`src/rtl/tetris_pkg.sv`:
```
// Shared types and defaults for the tetron datapath: board size, offset width,
// checker FSM states and the signed cell-coordinate type.
package tetris_pkg;

   localparam int DEF_BOARD_W = 10;
   localparam int DEF_BOARD_H = 20;
   localparam int OFS_W       = 5;
   localparam int CELL_W      = 7;

   typedef enum logic [1:0] {StIdle, StAddr, StData, StDone} state_t;

   typedef logic signed [CELL_W-1:0] cell_t;

   // Unsigned anchor plus two's-complement offset, widened so neither side can overflow.
   function automatic cell_t cell_sum(input logic [OFS_W-1:0] anchor,
                                      input logic [OFS_W-1:0] ofs);
      return cell_t'({{(CELL_W-OFS_W){1'b0}}, anchor}) +
             cell_t'({{(CELL_W-OFS_W){ofs[OFS_W-1]}}, ofs});
   endfunction

endpackage

```
`src/rtl/tetron_cell_calc.sv`:
```
// Combinational anchor+offset to absolute board cell for one block: bounds flag
// and linear RAM address (row*BOARD_W+col).
module tetron_cell_calc
   import tetris_pkg::*;
#(
   parameter int BOARD_W = DEF_BOARD_W,
   parameter int BOARD_H = DEF_BOARD_H,
   parameter int ADDR_W  = 8
) (
   input  logic [OFS_W-1:0]  row,
   input  logic [OFS_W-1:0]  col,
   input  logic [OFS_W-1:0]  voffset,
   input  logic [OFS_W-1:0]  hoffset,
   output logic              oob,
   output logic [ADDR_W-1:0] addr
);

   cell_t r;
   cell_t c;

   always_comb begin
      r    = cell_sum(row, voffset);
      c    = cell_sum(col, hoffset);
      // Negative row means above the top edge, which also counts as a collision.
      oob  = r[CELL_W-1] || c[CELL_W-1] ||
             (r >= cell_t'(BOARD_H)) || (c >= cell_t'(BOARD_W));
      addr = ADDR_W'(int'(r) * BOARD_W + int'(c));
   end

endmodule

```
`config.mk`:
```
export PLATFORM = sky130hd
export DESIGN_NAME = tetron_cell_calc
export DESIGN_NICKNAME = d
export VERILOG_FILES = /design/src/rtl/tetris_pkg.sv /design/src/rtl/tetron_cell_calc.sv
export SDC_FILE = /design/constraint.sdc
export NUM_CORES = 1
export LEC_CHECK = 0
export CAP_MARGIN = 20
export CORE_UTILIZATION = 49
export DETAILED_ROUTE_END_ITERATION = 6
export PLACE_DENSITY = 0.85
export SLEW_MARGIN = 25
export SYNTH_ARGS = -nofsm -noshare
export SYNTH_HDL_FRONTEND = slang
export SYNTH_SLANG_ARGS = --single-unit
```
`constraint.sdc`:
```
create_clock -name vclk -period 4.35
set_clock_uncertainty 0.15 [all_clocks]
set_input_delay 0.435 -clock vclk [all_inputs]
set_output_delay 0.435 -clock vclk [all_outputs]
set_load 0.02 [all_outputs]
```
======== After elaboration in Yosys (flattened, before gate mapping) ========
Index checks and enable logic that the tools add are counted.
storage, ports and cells
  bits in writable memories ............... 0
  logic and storage cells ................. 9
  register bits ........................... 0
  memories kept ........................... 0
  bits in latches ......................... 0
  bits of input ports ..................... 20
  memory bits (read-only) ................. 0
operators by class
  bitwise logic cells ..................... 0
  shift-type cells ........................ 0
  divide/modulo/power cells ............... 0
  equality and inequality tests ........... 0
  reductions and logical operators ........ 3
  multiplexer cells ....................... 0
  add/sub/neg operators ................... 3
  $lt $le $gt $ge ......................... 2
  $mul .................................... 1
operators with widths
  operator                                                                count
  6-bit by 5-bit adder with 7-bit output                                  2
  8-bit by 7-bit adder with 8-bit output                                  1
  7-bit by 5-bit >= comparator with 1-bit output (second input constant)  1
  7-bit by 6-bit >= comparator with 1-bit output (second input constant)  1
  7-bit by 4-bit multiplier with 7-bit output (second input constant)     1
  1-bit logical OR                                                        3

======== Longest topological paths before layout ========
Gate-level depths: netlist of run 1.
  depth in word-level cells ............... 4
  gate-level depth with buffers ........... 14
  gate-level depth less buffers ........... 14

======== Worst setup path before layout of run 1 ========
OpenSTA, ideal clock, no wires.
  path kind ............................... input-to-output
  start ................................... input row[0]
  end ..................................... output addr[7]
  path slack .............................. 0.117 ns
  stages on the path ...................... 14
  arrival time ............................ 3.648 ns
  path through ............................ ha_1 fa_1 a21o_1 a21oi_1 xnor2_1 inv_1 ha_1 fa_1 xor2_1 ha_1 a21oi_1 o21ai_0 xnor2_1 xnor2_1
on the way
  longest elaborated chain between the ends .. 3
RTL lines
  element                                      RTL line                source
  start: declaration                           tetron_cell_calc.sv:10  input logic [OFS_W-1:0] row,
  6-bit by 5-bit adder with 7-bit output       tetris_pkg.sv:17        return cell_t'({{(CELL_W-OFS_W){1'b0}}, anchor}) +
  7-bit by 4-bit multiplier with 7-bit output  tetron_cell_calc.sv:27  addr = ADDR_W'(int'(r) * BOARD_W + int'(c));
  8-bit by 7-bit adder with 8-bit output       tetron_cell_calc.sv:27
  end: declaration                             tetron_cell_calc.sv:15  output logic [ADDR_W-1:0] addr
No other way between the ends.

======== Final worst setup path of run 1 ========
  start ................................... input voffset[2]
  end ..................................... output addr[7]
on the way
  longest elaborated chain between the ends .. 3
RTL lines
  element                                      RTL line                source
  start: declaration                           tetron_cell_calc.sv:12  input logic [OFS_W-1:0] voffset,
  6-bit by 5-bit adder with 7-bit output       tetris_pkg.sv:17
  7-bit by 4-bit multiplier with 7-bit output  tetron_cell_calc.sv:27
  8-bit by 7-bit adder with 8-bit output       tetron_cell_calc.sv:27
No other way between the ends.

==> run metrics, run 1 <==
status=finished, violations left; failing checks=design-rule violations; Die W=43.9 um; first-pass GRT wire length=3.25 mm; fmax=237 MHz; dpl hpwl=1.60 mm; number of global-route vias before repair=839; clock buffers=0; Synth-to-Final Area Change=58.5%; 1st-iter DRT viols=10; DR pass1 iterations=7; post-synthesis instance total=98; sw power=336 uW; Final Instance Area=1370 um2; Crit. End Element=primary output; Leak=0.000699 uW; Worst EP arrival=3.64 ns; final max-slew violation count=0; hold crit path type=input pin to primary output; Fillers=88; peak supply drop=0.863 mV; Avg WL per Cell=14.1 um; sequential power share=0%; Rows=14; startpoint class of the critical path=input pin; layout cells sized above 1=23.9%; Final #Nets=193; overall via count from detail_route=843; # hold bufs at CTS=0; seq_cells=0; PwrDens=495 nW/um2; DRC errors left=1; Pint=341 uW; worst path cell trace=clkdlybuf4s50_1 > ha_1 > a21o_1 > xor2_2 > ha_4 > ha_4 > fa_2 > xor2_1 > ha_1 > a21oi_2 > o21ai_1 > xnor2_1 > xnor2_1 > buf_4; switching share of power=49.7%; n_diodes=0; max_cap viols=0; syn nets=147; setup ws final=0.129 ns; Starting Density=54.7%; Fin. Hold Viols=0; Syn Area/Cell=8.80 um2; kind of critical path=input pin to primary output; Slew HR=82.4%; setup TNS=0 ns; Max stage delay on crit path=0.40 ns; Synth Warn #=0; CP max FO=3; beginning of the critical path=voffset[2]; final period utilization=97.0%; final core utilization=86.7%; Setup WS pre-CTS=-0.744 ns; largest net degree at the start of global routing=7; core area=1580 um2; initial antenna violation count=0; IO Pins=29; slowest stage cell, crit path=clkdlybuf4s50_1; final wirelength=2.23 mm; Area after DPL=1280 um2; hold_sp=voffset[0]; Worst Hold End=addr[1]; remaining global-route overflow=0; Logic pwr share=100.0%; Total Die Area=1930 um2; commonest non-fill, non-tap cell in the layout=clkdlybuf4s50_1; Total Routing Usage GR=21.6%; slew of the pin with the lowest slew margin=0.262 ns; Seq/Total Area, Yosys=0%; synth unique cells=21; Port Buf Inserts=29; Final Critical Period=4.22 ns; family with the most delay on the worst path=adder cells; clock power share=0%; RePlAce Congestion=0.817; sequential standard cell area=0 um2; WP data required=3.76 ns; Antenna Nets Post-Route=0; WP buf/inv=2; Hold Path Stages=4; Setup violations, final=0; Vias/cell=5.34; commonest non-fill, non-tap cells in the layout=clkdlybuf4s50_1 (22), ha_1 (20), buf_4 (16); die height=43.9 um; Post-Syn Area=862 um2
## metal layers
metal | routed length [um] | global-route usage (%) | part of all wire [%] | vias to the layer above
li1 | - | - | - | 421
met3 | 60 | 1.25 | 2.7 | 4
met4 | 35 | 3.64 | 1.6 | 0
met5 | 0 | 0 | 0 | -
met1 | 995 | 24.8 | 45 | 397
met2 | 1140 | 43.6 | 51 | 21
## power by group through the flow
stage	registers, uW	clock network, uW	logic (uW)
after floorplan	0	0	380
after global placement	0	0	638
after detailed placement	0	0	654
after CTS	0	0	641
after global routing	0	0	727
final	0	0	677
## cells in the mapped netlist, types with 2 or more instances
cell | count | area [um2]
a21o_1 | 7 | 52.6
a21oi_1 | 8 | 40.0
and2_1 | 2 | 12.5
fa_1 | 4 | 80.1
ha_1 | 25 | 313
inv_1 | 15 | 56.3
nor2_1 | 3 | 11.3
o21ai_0 | 2 | 10.0
o21bai_1 | 3 | 22.5
xnor2_1 | 10 | 87.6
xor2_1 | 9 | 78.8
## logic make-up (layout without fill, tap and decap cells)
group           Yosys count  in the layout  synth area share (%)
fa+ha+maj                29             29                  45.6
buf+inv                  15             59                  6.53
xor+xnor                 19             19                  19.3
simple gates              9              9                  6.24
compound gates           26             26                  22.4
## final cells by class
class | count | area (um2) | area share (%)
Multi-Input combinational cell | 83 | 893 | 65.4
Timing Repair Buffer | 44 | 397 | 29.0
Inverter | 15 | 56.3 | 4.12
Tap cell | 16 | 20.0 | 1.47
## timing repair
item,in CTS,in global routing
setup endpoints to repair,3,2
pin swaps,8,22
buffers inserted,1,1
resized for setup,17,12
## worst max path at each step
stage,endpoint,cells past startpoint
2_1_floorplan,addr[7],14
3_3_place_gp,addr[7],16
3_5_place_dp,addr[7],16
4_1_cts,addr[7],16
5_1_grt,addr[7],15
6_report,addr[7],14
## through the flow
step / hold slack, ns / power, uW / instances
3_3_place_gp: 1.88 / 638 / 157
4_1_cts: 1.86 / 641 / 158
3_5_place_dp: 1.88 / 654 / 157
2_1_floorplan: 0.920 / 380 / 98
6_report: 1.69 / 677 / 158
5_1_grt: 1.73 / 727 / 158
(Power assumes the default switching activity.)
==> run 2, diff against run 1 <==
--- a/config.mk
+++ b/config.mk
@@ -6,9 +6,8 @@
 export NUM_CORES = 1
 export LEC_CHECK = 0
 export CAP_MARGIN = 20
-export CORE_UTILIZATION = 49
+export CORE_UTILIZATION = 32
 export DETAILED_ROUTE_END_ITERATION = 6
-export PLACE_DENSITY = 0.85
 export SLEW_MARGIN = 25
 export SYNTH_ARGS = -nofsm -noshare
 export SYNTH_HDL_FRONTEND = slang
==> run metrics, run 2 (same netlist as run 1, synthesis figures left out) <==
Crit. End Element=primary output; n_diodes=0; final core utilization=58.3%; commonest non-fill, non-tap cells in the layout=buf_4 (27), ha_1 (21), clkdlybuf4s50_1 (20); dpl cells=175; WP data required=3.76 ns; hold crit path type=input pin to primary output; RePlAce Congestion=0.754; sequential standard cell area=0 um2; clock buffers=0; sw power=329 uW; Rows=18; Leak=0.000765 uW; max_cap viols=0; 1st-iter DRT viols=4; final wirelength=1.88 mm; Most Crowded Layer GR=met2; Starting Density=34.2%; first-pass GRT wire length=3.30 mm; Logic pwr share=100.0%; Slew HR=81.1%; seq_cells=0; Final Non-Filler Cells=183; number of global-route vias before repair=840; Port Buf Inserts=29; Total Routing Usage GR=14.8%; dpl hpwl=1.64 mm; peak supply drop=0.612 mV; Antenna Nets Post-Route=0; Worst EP arrival=3.56 ns; commonest non-fill, non-tap cell in the layout=buf_4; slew of the pin with the lowest slew margin=0.282 ns; die height=53.9 um; Final Critical Period=4.14 ns; Final #Nets=204; overall via count from detail_route=844; switching share of power=46.4%; Setup violations, final=0; remaining global-route overflow=0; clock power share=0%; final max-slew violation count=0; largest net degree at the start of global routing=7; initial antenna violation count=0; DRC errors left=0; Power, Total=710 uW; Vias/cell=4.61; met2 Use GR=27.8%; Die W=53.9 um; layout cells sized above 1=29.4%; startpoint class of the critical path=input pin; IO Pins=29; PwrDens=483 nW/um2; Synth-to-Final Area Change=70.7%; Avg WL per Cell=10.3 um; core area=2520 um2; kind of critical path=input pin to primary output; CP max FO=3; fmax=241 MHz; DR pass1 iterations=2; RSZ-0062 raised after global routing=false; met3 Use GR=1.13%; Pint=381 uW; Multi-input gate area=895 um2; status=finished clean; Fin. Hold Viols=0; Fillers=249; Total Die Area=2910 um2; met1 usage=19.2%; final period utilization=95.2%; sequential power share=0%
[run 2: changes by cell type in the layout (fill, tap and decap cells not counted)]
| cell | previous run | this run |
|---|---|---|
| a21oi_2 | 4 | 3 |
| ha_2 | 1 | 0 |
| ha_1 | 20 | 21 |
| dlymetal6s2s_1 | 2 | 3 |
| a21oi_1 | 4 | 5 |
| xor2_1 | 7 | 6 |
| clkdlybuf4s15_2 | 0 | 1 |
| clkdlybuf4s50_1 | 22 | 20 |
| xor2_2 | 2 | 3 |
| buf_4 | 16 | 27 |
[run 2: final timing paths]
path                   to        from  cells after the start
setup / recovery  addr[6]      row[1]                     14
hold / removal    addr[1]  voffset[0]                      4
[run 2: per-stage QoR]
stage | area (um2) | setup WS [ns] | setup TNS, ns | hold WS [ns]
after detailed placement | 1330 | -0.771 | -1.78 | 1.90
after floorplan | 862 | 0.117 | 0 | 0.920
after global placement | 1330 | -0.690 | -1.55 | 1.89
final | 1470 | 0.207 | 0 | 1.66
after CTS | 1430 | 0.0110 | 0 | 1.82
after global routing | 1470 | 0.0276 | 0 | 1.71
[run 2: layout make-up]
class	count	share of cell area, %
Timing Repair Buffer	55	32.8
Tap cell	30	2.55
Inverter	15	3.83
Multi-Input combinational cell	83	60.8
[run 2: critical path: stages]
cell	delay [ns]
dlygate4sd2_1	0.27
ha_1	0.29
a21o_1	0.18
a21o_1	0.20
xor2_2	0.16
ha_1	0.31
ha_4	0.18
fa_2	0.35
xor2_2	0.18
ha_1	0.30
buf_4	0.14
buf_4	0.12
xnor2_1	0.15
clkdlybuf4s15_2	0.28
[run 2: routing by layer]
layer,vias up,wire (um)
met5,-,0
met4,0,0
met3,0,70
met2,13,955
met1,387,856
li1,444,-
[run 2: repair_timing]
action,CTS,global route
hold buffers,0,0
setup buffers,7,1
gates resized for setup,24,10
endpoints found under the setup margin,3,3
pin swaps,16,18
[run 2: power groups by stage]
stage          combinational (uW)  clock (uW)  sequential, uW
2_1_floorplan                 380           0               0
3_3_place_gp                  668           0               0
3_5_place_dp                  677           0               0
4_1_cts                       689           0               0
5_1_grt                       781           0               0
6_report                      710           0               0
==> run 3, diff against run 2 <==
--- a/config.mk
+++ b/config.mk
@@ -5,7 +5,8 @@
 export SDC_FILE = /design/constraint.sdc
 export NUM_CORES = 1
 export LEC_CHECK = 0
-export CAP_MARGIN = 20
+export CAP_MARGIN = 30
+export CORE_ASPECT_RATIO = 1.2
 export CORE_UTILIZATION = 32
 export DETAILED_ROUTE_END_ITERATION = 6
 export SLEW_MARGIN = 25
==> run metrics, run 3 (same netlist as run 1, synthesis figures left out) <==
setup ws final=0.0954 ns; initial antenna violation count=0; Synth-to-Final Area Change=60.1%; peak supply drop=0.512 mV; Fillers=254; commonest non-fill, non-tap cell in the layout=clkdlybuf4s50_1; Leak=0.000700 uW; Starting Density=33.8%; final wirelength=1.74 mm; status=finished clean; family with the most delay on the worst path=adder cells; worst path cell trace=clkdlybuf4s50_1 > ha_1 > buf_4 > a21o_1 > a21oi_1 > o21bai_1 > xor2_1 > ha_1 > ha_4 > xor2_1 > ha_1 > a21oi_1 > o21ai_1 > xnor2_1 > xnor2_1 > buf_4; Setup violations, final=0; sw power=313 uW; Avg WL per Cell=9.74 um; Setup WS pre-CTS=-0.756 ns; kind of critical path=input pin to primary output; PwrDens=473 nW/um2; DRC errors left=0; Crit. End Element=primary output; CP max FO=3; IO Pins=29; fmax=235 MHz; Final Instance Area=1380 um2; Total Die Area=2910 um2; beginning of the critical path=row[2]; Logic pwr share=100.0%; slew of the pin with the lowest slew margin=0.262 ns; Worst EP arrival=3.67 ns; largest net degree at the start of global routing=7; sequential standard cell area=0 um2; Max stage delay on crit path=0.40 ns; Worst Hold End=addr[1]; dpl cells=178; hold_sp=row[0]; seq_cells=0; final max-slew violation count=0; Rows=20; first-pass GRT wire length=3.15 mm; hold crit path type=input pin to primary output; Multi-input gate area=863 um2; die height=58.9 um; commonest non-fill, non-tap cells in the layout=clkdlybuf4s50_1 (22), ha_1 (21), buf_4 (20); Total Routing Usage GR=13.1%; WP buf/inv=3; Power, Total=652 uW; worst hold slack=1.79 ns; Slew HR=82.5%; Port Buf Inserts=29; Antenna Nets Post-Route=0; remaining global-route overflow=0; Vias/cell=4.50; dpl hpwl=1.57 mm; sequential power share=0%; Area after DPL=1330 um2; slowest stage cell, crit path=clkdlybuf4s50_1; max_cap viols=0; 1st-iter DRT viols=5; final period utilization=97.8%; cell mode on critical path=ha_1; Fin. Hold Viols=0; number of global-route vias before repair=823; Final Critical Period=4.25 ns; Hold Path Stages=4; switching share of power=47.9%; clock buffers=0; clock power share=0%; Final Non-Filler Cells=179; Pint=340 uW; overall via count from detail_route=805; n_diodes=0; RSZ-0062 raised after global routing=true; RePlAce Congestion=0.710; WP data required=3.76 ns; Final #Nets=197; core area=2550 um2; Die W=49.4 um; startpoint class of the critical path=input pin; layout cells sized above 1=24.0%; DR pass1 iterations=3
==> run 3: area by class of cell <==
cell class / count / share of cell area (%)
inverter: 15 / 4.08
multi-input combinational: 83 / 62.6
tap: 33 / 2.99
timing repair buffer: 48 / 30.4
==> run 3: power by group through the flow <==
stage	logic [uW]	registers, uW	clock network, uW
after global placement	659	0	0
after global routing	712	0	0
after detailed placement	661	0	0
after floorplan	380	0	0
after CTS	654	0	0
final	652	0	0
==> run 3: worst max path at each step <==
stage,endpoint,slack (ns),cells past startpoint
after CTS,addr[7],0.02,16
final,addr[7],0.1,16
after floorplan,addr[7],0.12,14
after global routing,addr[7],-0.04,17
after global placement,addr[7],-0.65,16
after detailed placement,addr[7],-0.76,16
==> run 3: stage by stage <==
stage | TNS, ns | util [%]
CTS | 0 | 54.2
detailed placement | -1.58 | 52.1
finish | 0 | 54.1
floorplan | 0 | -
global route | -0.0428 | 54.1
global placement | -1.43 | 52.1
==> run 3: per-layer routing <==
layer | part of all wire, % | track usage, % | up-vias | wire length, um
met4 | 0 | 0 | 0 | 0
met2 | 54 | 27.4 | 9 | 945
met1 | 44 | 15.6 | 364 | 773
met3 | 1.4 | 0 | 0 | 25
li1 | - | - | 432 | -
met5 | 0 | 0 | - | 0
==> run 3: timing repair <==
action | 4_1_cts | 5_1_grt
pin swaps | 16 | 5
resized for setup | 23 | 3
setup endpoints to repair | 3 | 2
endpoints found under the hold margin | 0 | 0
hold buffers | 0 | 0
buffers inserted | 1 | 0
